==> src/rtl/eth_fifo_pkt_reader.sv <==
// Drain side of the Ethernet byte FIFO: decides packet boundaries, requests a UDP transmission
// and streams FIFO bytes into the UDP TX engine on its byte-request handshake.
module eth_fifo_pkt_reader #(
  parameter int unsigned PKT_LEN     = 1024,
  parameter int unsigned TIMEOUT_CYC = 125000,
  parameter int unsigned LEVEL_W     = 12
) (
  input  logic               clk,
  input  logic               rst,
  output logic               fifo_rd_en,
  input  logic [7:0]         fifo_rd_data,
  input  logic               fifo_rd_empty,
  input  logic [LEVEL_W-1:0] fifo_level,
  output logic               tx_start_en,
  output logic [15:0]        tx_byte_num,
  input  logic               tx_req,
  output logic [7:0]         tx_data,
  input  logic               tx_done,
  output logic               busy,
  output logic [15:0]        pkt_cnt,
  output logic               err_underflow
);

  localparam int unsigned TimerW = $clog2(TIMEOUT_CYC + 1);

  typedef enum logic [1:0] {StIdle, StReq, StStream, StWaitDone} state_e;

  state_e            state_q, state_d;
  logic [TimerW-1:0] timer_q, timer_d;
  logic [15:0]       len_q, len_d;
  logic [15:0]       sent_q, sent_d;
  logic [15:0]       pkt_cnt_q, pkt_cnt_d;
  logic              err_q, err_d;
  logic              rd_vld_q;

  logic [31:0] level_ext;
  logic        level_zero;
  logic        level_full;
  logic        timeout;
  logic        owed;
  logic        rd_fire;

  assign level_ext  = 32'(fifo_level);
  assign level_zero = (fifo_level == '0);
  assign level_full = (level_ext >= PKT_LEN);
  assign timeout    = (timer_q == TimerW'(TIMEOUT_CYC - 1));
  assign owed       = (sent_q < len_q);
  assign rd_fire    = (state_q == StStream) && tx_req && owed && !fifo_rd_empty;

  // State register
  always_ff @(posedge clk) begin
    if (rst) begin
      state_q <= StIdle;
    end else begin
      state_q <= state_d;
    end
  end

  // Datapath registers
  always_ff @(posedge clk) begin
    if (rst) begin
      timer_q   <= '0;
      len_q     <= '0;
      sent_q    <= '0;
      pkt_cnt_q <= '0;
      err_q     <= 1'b0;
      rd_vld_q  <= 1'b0;
    end else begin
      timer_q   <= timer_d;
      len_q     <= len_d;
      sent_q    <= sent_d;
      pkt_cnt_q <= pkt_cnt_d;
      err_q     <= err_d;
      rd_vld_q  <= rd_fire;
    end
  end

  // Next-state logic
  always_comb begin
    state_d   = state_q;
    timer_d   = '0;
    len_d     = len_q;
    sent_d    = sent_q;
    pkt_cnt_d = pkt_cnt_q;
    err_d     = err_q;
    unique case (state_q)
      StIdle: begin
        sent_d = '0;
        if (!level_zero && !level_full) begin
          timer_d = timer_q + 1'b1;
        end
        // A full packet wins over the flush of a partial one.
        if (level_full) begin
          len_d   = 16'(PKT_LEN);
          timer_d = '0;
          state_d = StReq;
        end else if (timeout && !level_zero) begin
          len_d   = 16'(fifo_level);
          timer_d = '0;
          state_d = StReq;
        end
      end
      StReq: begin
        state_d = StStream;
      end
      StStream: begin
        if (rd_fire) begin
          sent_d = sent_q + 16'd1;
          if (sent_q + 16'd1 == len_q) begin
            state_d = StWaitDone;
          end
        end
        if (tx_req && owed && fifo_rd_empty) begin
          err_d = 1'b1;
        end
      end
      StWaitDone: begin
        if (tx_done) begin
          pkt_cnt_d = pkt_cnt_q + 16'd1;
          state_d   = StIdle;
        end
      end
      default: begin
        state_d = StIdle;
      end
    endcase
  end

  // Outputs
  always_comb begin
    fifo_rd_en    = rd_fire;
    tx_start_en   = (state_q == StReq);
    busy          = (state_q != StIdle);
    tx_byte_num   = len_q;
    pkt_cnt       = pkt_cnt_q;
    err_underflow = err_q;
    // FIFO has no output register: the byte is valid the cycle after the read.
    tx_data       = rd_vld_q ? fifo_rd_data : 8'h00;
  end

endmodule

==> config.mk <==
export PLATFORM = sky130hd
export DESIGN_NAME = eth_fifo_pkt_reader
export DESIGN_NICKNAME = d
export VERILOG_FILES = /design/src/rtl/eth_fifo_pkt_reader.sv
export SDC_FILE = /design/constraint.sdc
export NUM_CORES = 1
export LEC_CHECK = 0
export CORE_UTILIZATION = 40
export CTS_CLUSTER_DIAMETER = 30
export CTS_CLUSTER_SIZE = 20
export DETAILED_ROUTE_END_ITERATION = 7
export HOLD_SLACK_MARGIN = 0.1
export PLACE_DENSITY = 0.67
export SKIP_CTS_REPAIR_TIMING = 1
export SYNTH_ARGS = -nofsm -noshare
export SYNTH_HDL_FRONTEND = slang
export SYNTH_SLANG_ARGS = --single-unit
==> constraint.sdc <==
create_clock -name clk -period 3.2 [get_ports clk]
set_input_delay 0.64 -clock clk [delete_from_list [all_inputs] [get_ports clk]]
set_output_delay 0.64 -clock clk [all_outputs]
set_load 0.005 [all_outputs]
Yosys cells after proc, flatten, opt, wreduce, memory -nomap -nowiden
Index checks and enable logic that the tools add are counted.
{ "op_classes": {"bitwise": 2, "mux": 11, "addsub": 3, "magnitude_cmp": 2, "eq_ne": 9, "n_reduce_logical": 21} }
{ "ops": {"columns": ["op", "n"], "rows": [
  ["2-to-1 mux 16 bit", 3],
  ["adder 16 x 1 -> 16 bit (second input constant)", 2],
  ["one-hot mux 16 bit (2 select lines)", 1],
  ["adder 17 x 1 -> 17 bit (second input constant)", 1],
  ["== test 17 bit (second input constant)", 1],
  ["== test 16 bit", 1],
  ["< comparator 16 bit", 1],
  ["greater-or-equal comparator 12 x 11 -> 1 bit (second input constant)", 1],
  ["zero test 12 bit", 1],
  ["2-to-1 mux 2 bit", 5],
  ["2-to-1 mux 8 bit", 1],
  ["one-hot mux 2 bit (4 select lines)", 1],
  ["AND reduction 2 bit", 4],
  ["logical AND 1 bit", 7],
  ["nonzero test 2 bit", 3],
  ["OR reduction 5 bit", 1],
  ["== test 2 bit (second input constant)", 2],
  ["inequality test 2 bit (second input constant)", 2],
  ["AND reduction 4 bit", 1],
  ["zero test 1 bit", 3],
  ["inequality test 3 bit (second input constant)", 1],
  ["== test 2 x 1 -> 1 bit (second input constant)", 1],
  ["zero test 2 bit", 1],
  ["inequality test 2 x 1 -> 1 bit (second input constant)", 1],
  ["NOT 1 bit", 2]
]} }
{ "word_totals": {"out_inout_bits": 44, "regBits": 69} }

Logic depth before layout (Yosys ltp)
{ "depth": {"depth_word": 6, "ltp_mapped": 10} }

Least setup slack after synthesis
No wires, ideal clock.
{ "synth_timing": {"path_kind": "register to output", "startpoint": "register len_q[5] (netlist: tx_byte_num[5])", "endpoint": "output fifo_rd_en", "required_ns": 2.560, "slack_ns": 0.626, "stages_incl_launch_ff": 8, "n_path_buf": 0, "t_arrival_ns": 1.934, "cell_sequence": "dfxtp_1 -> inv_1 -> ha_1 -> a21o_1 -> a21o_1 -> a2111oi_0 -> o211ai_1 -> clkinv_1"} }
{ "synth_via": {"elab_chain_cells": 3} }
{ "synth_lines": {"columns": ["item", "line", "source"], "rows": [
  ["from (decl)", "30", "logic [15:0] len_q, len_d;"],
  ["from (signal assigned)", "70", "len_q <= len_d;"],
  ["< comparator 16 bit", "47", "assign owed = (sent_q < len_q);"],
  ["logical AND 1 bit (2 in series)", "48", "assign rd_fire = (state_q == StStream) && tx_req && owed && !fifo_rd_empty;"],
  ["to (decl)", "10", "output logic fifo_rd_en,"]
]} }
No other way between the ends.

Final worst setup path
Ends and elaborated chain as after synthesis.

==> out/summary.txt <==
Remaining DRCs = 0
Setup Skew = 0.0106 ns
Ys flop type = dfxtp_1
Synth-to-Final Area Change = 27.0%
CP max stage cell = dfxtp_2
Most common cell on crit path = a21o_1
Gr usage total = 19.9%
Filler cells = 800
Post-synth top area share = 36.8%
Seq pwr share = 41.2%
Synth Area in XOR/XNOR = 11.6%
GRT overflow = 0
Setup-failing EPs final = 0
Worst-path clk slew = 0.08 ns
Grt met3 use = 4.11%
Critical path endpoint category = output pin
Slew at the pin with the worst max-slew slack = 0.686 ns
Tot Pwr = 2.12 mW
WL/cell = 14.4 µm
Crit Path Max Fanout = 3
P_int = 1.42 mW
Placed Area = 0.00427 mm²
Total number of vias = 3,223
Leakage = 1.73 nW
DP Worst Slack = 0.113 ns
CP startpoint kind = flop
Final hold violation count = 0
Nets = 539
Grt met1 use = 28.0%
Worst hold path type = reg -> reg
Grt met2 use = 30.0%
Num CTS Buffers = 9
Vias in the first global route = 2,891
CTS H-tree depth = 3
Cell count after synthesis = 433
Die area = 0.00922 mm²
Switching share of power = 32.7%
Clock Latency Late Sink = 0.35 ns
Initial antenna violation count = 0
WP buf/inv = 4
Final hold slack = 0.479 ns
I/O pins = 69
Minimum clock period = 2.90 ns
NetSw = 0.694 mW
Pwr Density = 472 mW/mm²
Root Driver = clkbuf_8
Post-Synth Adder-Cell Area = 6.73%
Crit-path max cell delay = 0.36 ns
Largest net degree at the start of global routing = 50
RSZ-0062 raised after global routing = no
CTS tree = yes
Synth top area cells = dfxtp_1 37%, nor2_1 8.3%, xor2_1 7.2%
Worst relative slew slack = 54.1%
Status = finished clean
Routed WL = 8730 µm
Buffers on Ports = 64
Area leader, netlist = dfxtp_1
Initial Utilization = 42.2%
Most frequent cells in the layout = 78 x nor2_1, 64 x dfxtp_1, 62 x clkdlybuf4s50_1
EDFF count, synth = 0
Final Cycle Share = 90.8%
CP Class = reg -> out
Final GP Congestion = 0.829
Synth Warn # = 0
DR vias/cell = 5.33
Crit-path cells = inv_1 -> ha_1 -> a21o_1 -> a21o_1 -> a2111oi_4 -> buf_4 -> o211ai_1 -> inv_2 -> dlymetal6s2s_1
Peak VDD IR = 0.299 mV
Row cnt = 33
Share of layout cells above drive strength 1 = 6.60%
Die X = 96.0 µm
Main combinational cell family by area after synthesis = simple AND/OR/NAND/NOR gates
First-pass GRT wire length = 14,100 µm
Setup ws final = 0.295 ns
Slew Limit Fails = 0
Highest clock rate = 0.344 GHz
DR iter-0 viols = 154
Worst path required time = 2.56 ns
Max Buffers Root-to-Sink = 2
Final instance area = 0.00449 mm²
Largest delay share family, worst path = compound AO/OA/AOI/OAI gates
Clk network pwr share = 34.0%
Area fraction in compound gates after synthesis = 10.5%
Post-synth ARST share = 0%
Drt first pass iters = 5
Max-Cap Viols = 0
Setup TNS = 0 ns
Detailed placer's ending HPWL = 6320 µm
Gate power share = 24.9%
Most common cell after layout, fill and taps aside = nor2_1
Synth Cell Area = 0.00353 mm²
Number of synthesized register bits = 65
Multiplexer share of the synthesized area = 0.566%
CP arrival = 2.26 ns
Inserted Diodes = 0
Clock Sinks = 65
Unique cell type count in the Yosys netlist = 50
Post-Syn Area per Cell = 8.16 µm²
Simple-Gate Fraction of Synth Area = 28.3%
Die Y = 96.0 µm
Antenna Violating Nets Remaining = 0
Area of the core = 0.00838 mm²
Sequential-to-total area share from yosys stat = 36.8%
GRT Max-Usage Layer = met2
## metal layers
metal / vias up / share of wire [%]
met5: - / 0
met4: 0 / 1.0
met3: 9 / 5.7
met2: 88 / 45
met1: 1518 / 48
li1: 1608 / -
## per-stage QoR
stage / utilization (%) / std cells
detailed placement: 50.9 / 589
finish: 53.6 / 605
global placement: 50.9 / 589
global route: 53.6 / 605
floorplan: - / 436
CTS: 53.3 / 605
## synthesized netlist by cell type (12+ instances only)
cell type  number
nor2_1         78
dfxtp_1        65
xor2_1         29
nand2_1        20
nand3_1        20
ha_1           19
inv_1          19
xnor2_1        18
a21oi_1        17
clkbuf_1       17
and3_1         14
and2_1         12
## logic make-up (layout without fill, tap and decap cells)
| family | count (synthesis) | in the layout |
|---|---|---|
| adders and majority gates | 19 | 19 |
| AOI/OAI and AO/OA | 58 | 58 |
| xor gates and xnor gates | 47 | 47 |
| DFF | 65 | 65 |
| other | 1 | 4 |
| muxes | 2 | 2 |
| and+or+nand+nor | 196 | 196 |
| buffers and inverters | 45 | 109 |
## power groups by stage
| stage | combinational, mW | sequential, mW | clock, mW |
|---|---|---|---|
| CTS | 0.524 | 0.872 | 0.735 |
| floorplan | 0.326 | 0.882 | 0 |
| detailed placement | 0.520 | 0.890 | 0 |
| global placement | 0.512 | 0.889 | 0 |
| global route | 0.587 | 0.877 | 0.769 |
| finish | 0.527 | 0.872 | 0.720 |
## state kept, by name, indices dropped and copies added (netlist names)
name           cells
timer_q           17
pkt_cnt           16
rd_vld_q           1
state_q            2
sent_q            16
err_underflow      1
tx_byte_num       12
## final timing paths
kind,from,slack [ns],depth (start not counted),end
hold / removal,timer_q[0],0.48,1,timer_q[0]
setup reg to reg,tx_byte_num[5],0.42,11,sent_q[6]
setup / recovery,tx_byte_num[5],0.30,9,fifo_rd_en
hold reg to reg,timer_q[0],0.48,1,timer_q[0]
## final cells by class
class	instances	area (µm²)	share of cell area, %
flip-flops and latches	65	1300	29.0
multi-input cells	326	2070	46.2
clock inverters	7	77.6	1.73
well taps	105	131	2.93
repair buffers	73	706	15.7
clock buffers	9	124	2.76
inverters	20	75.1	1.67
Note: power is estimated with default switching activity, not from simulation.
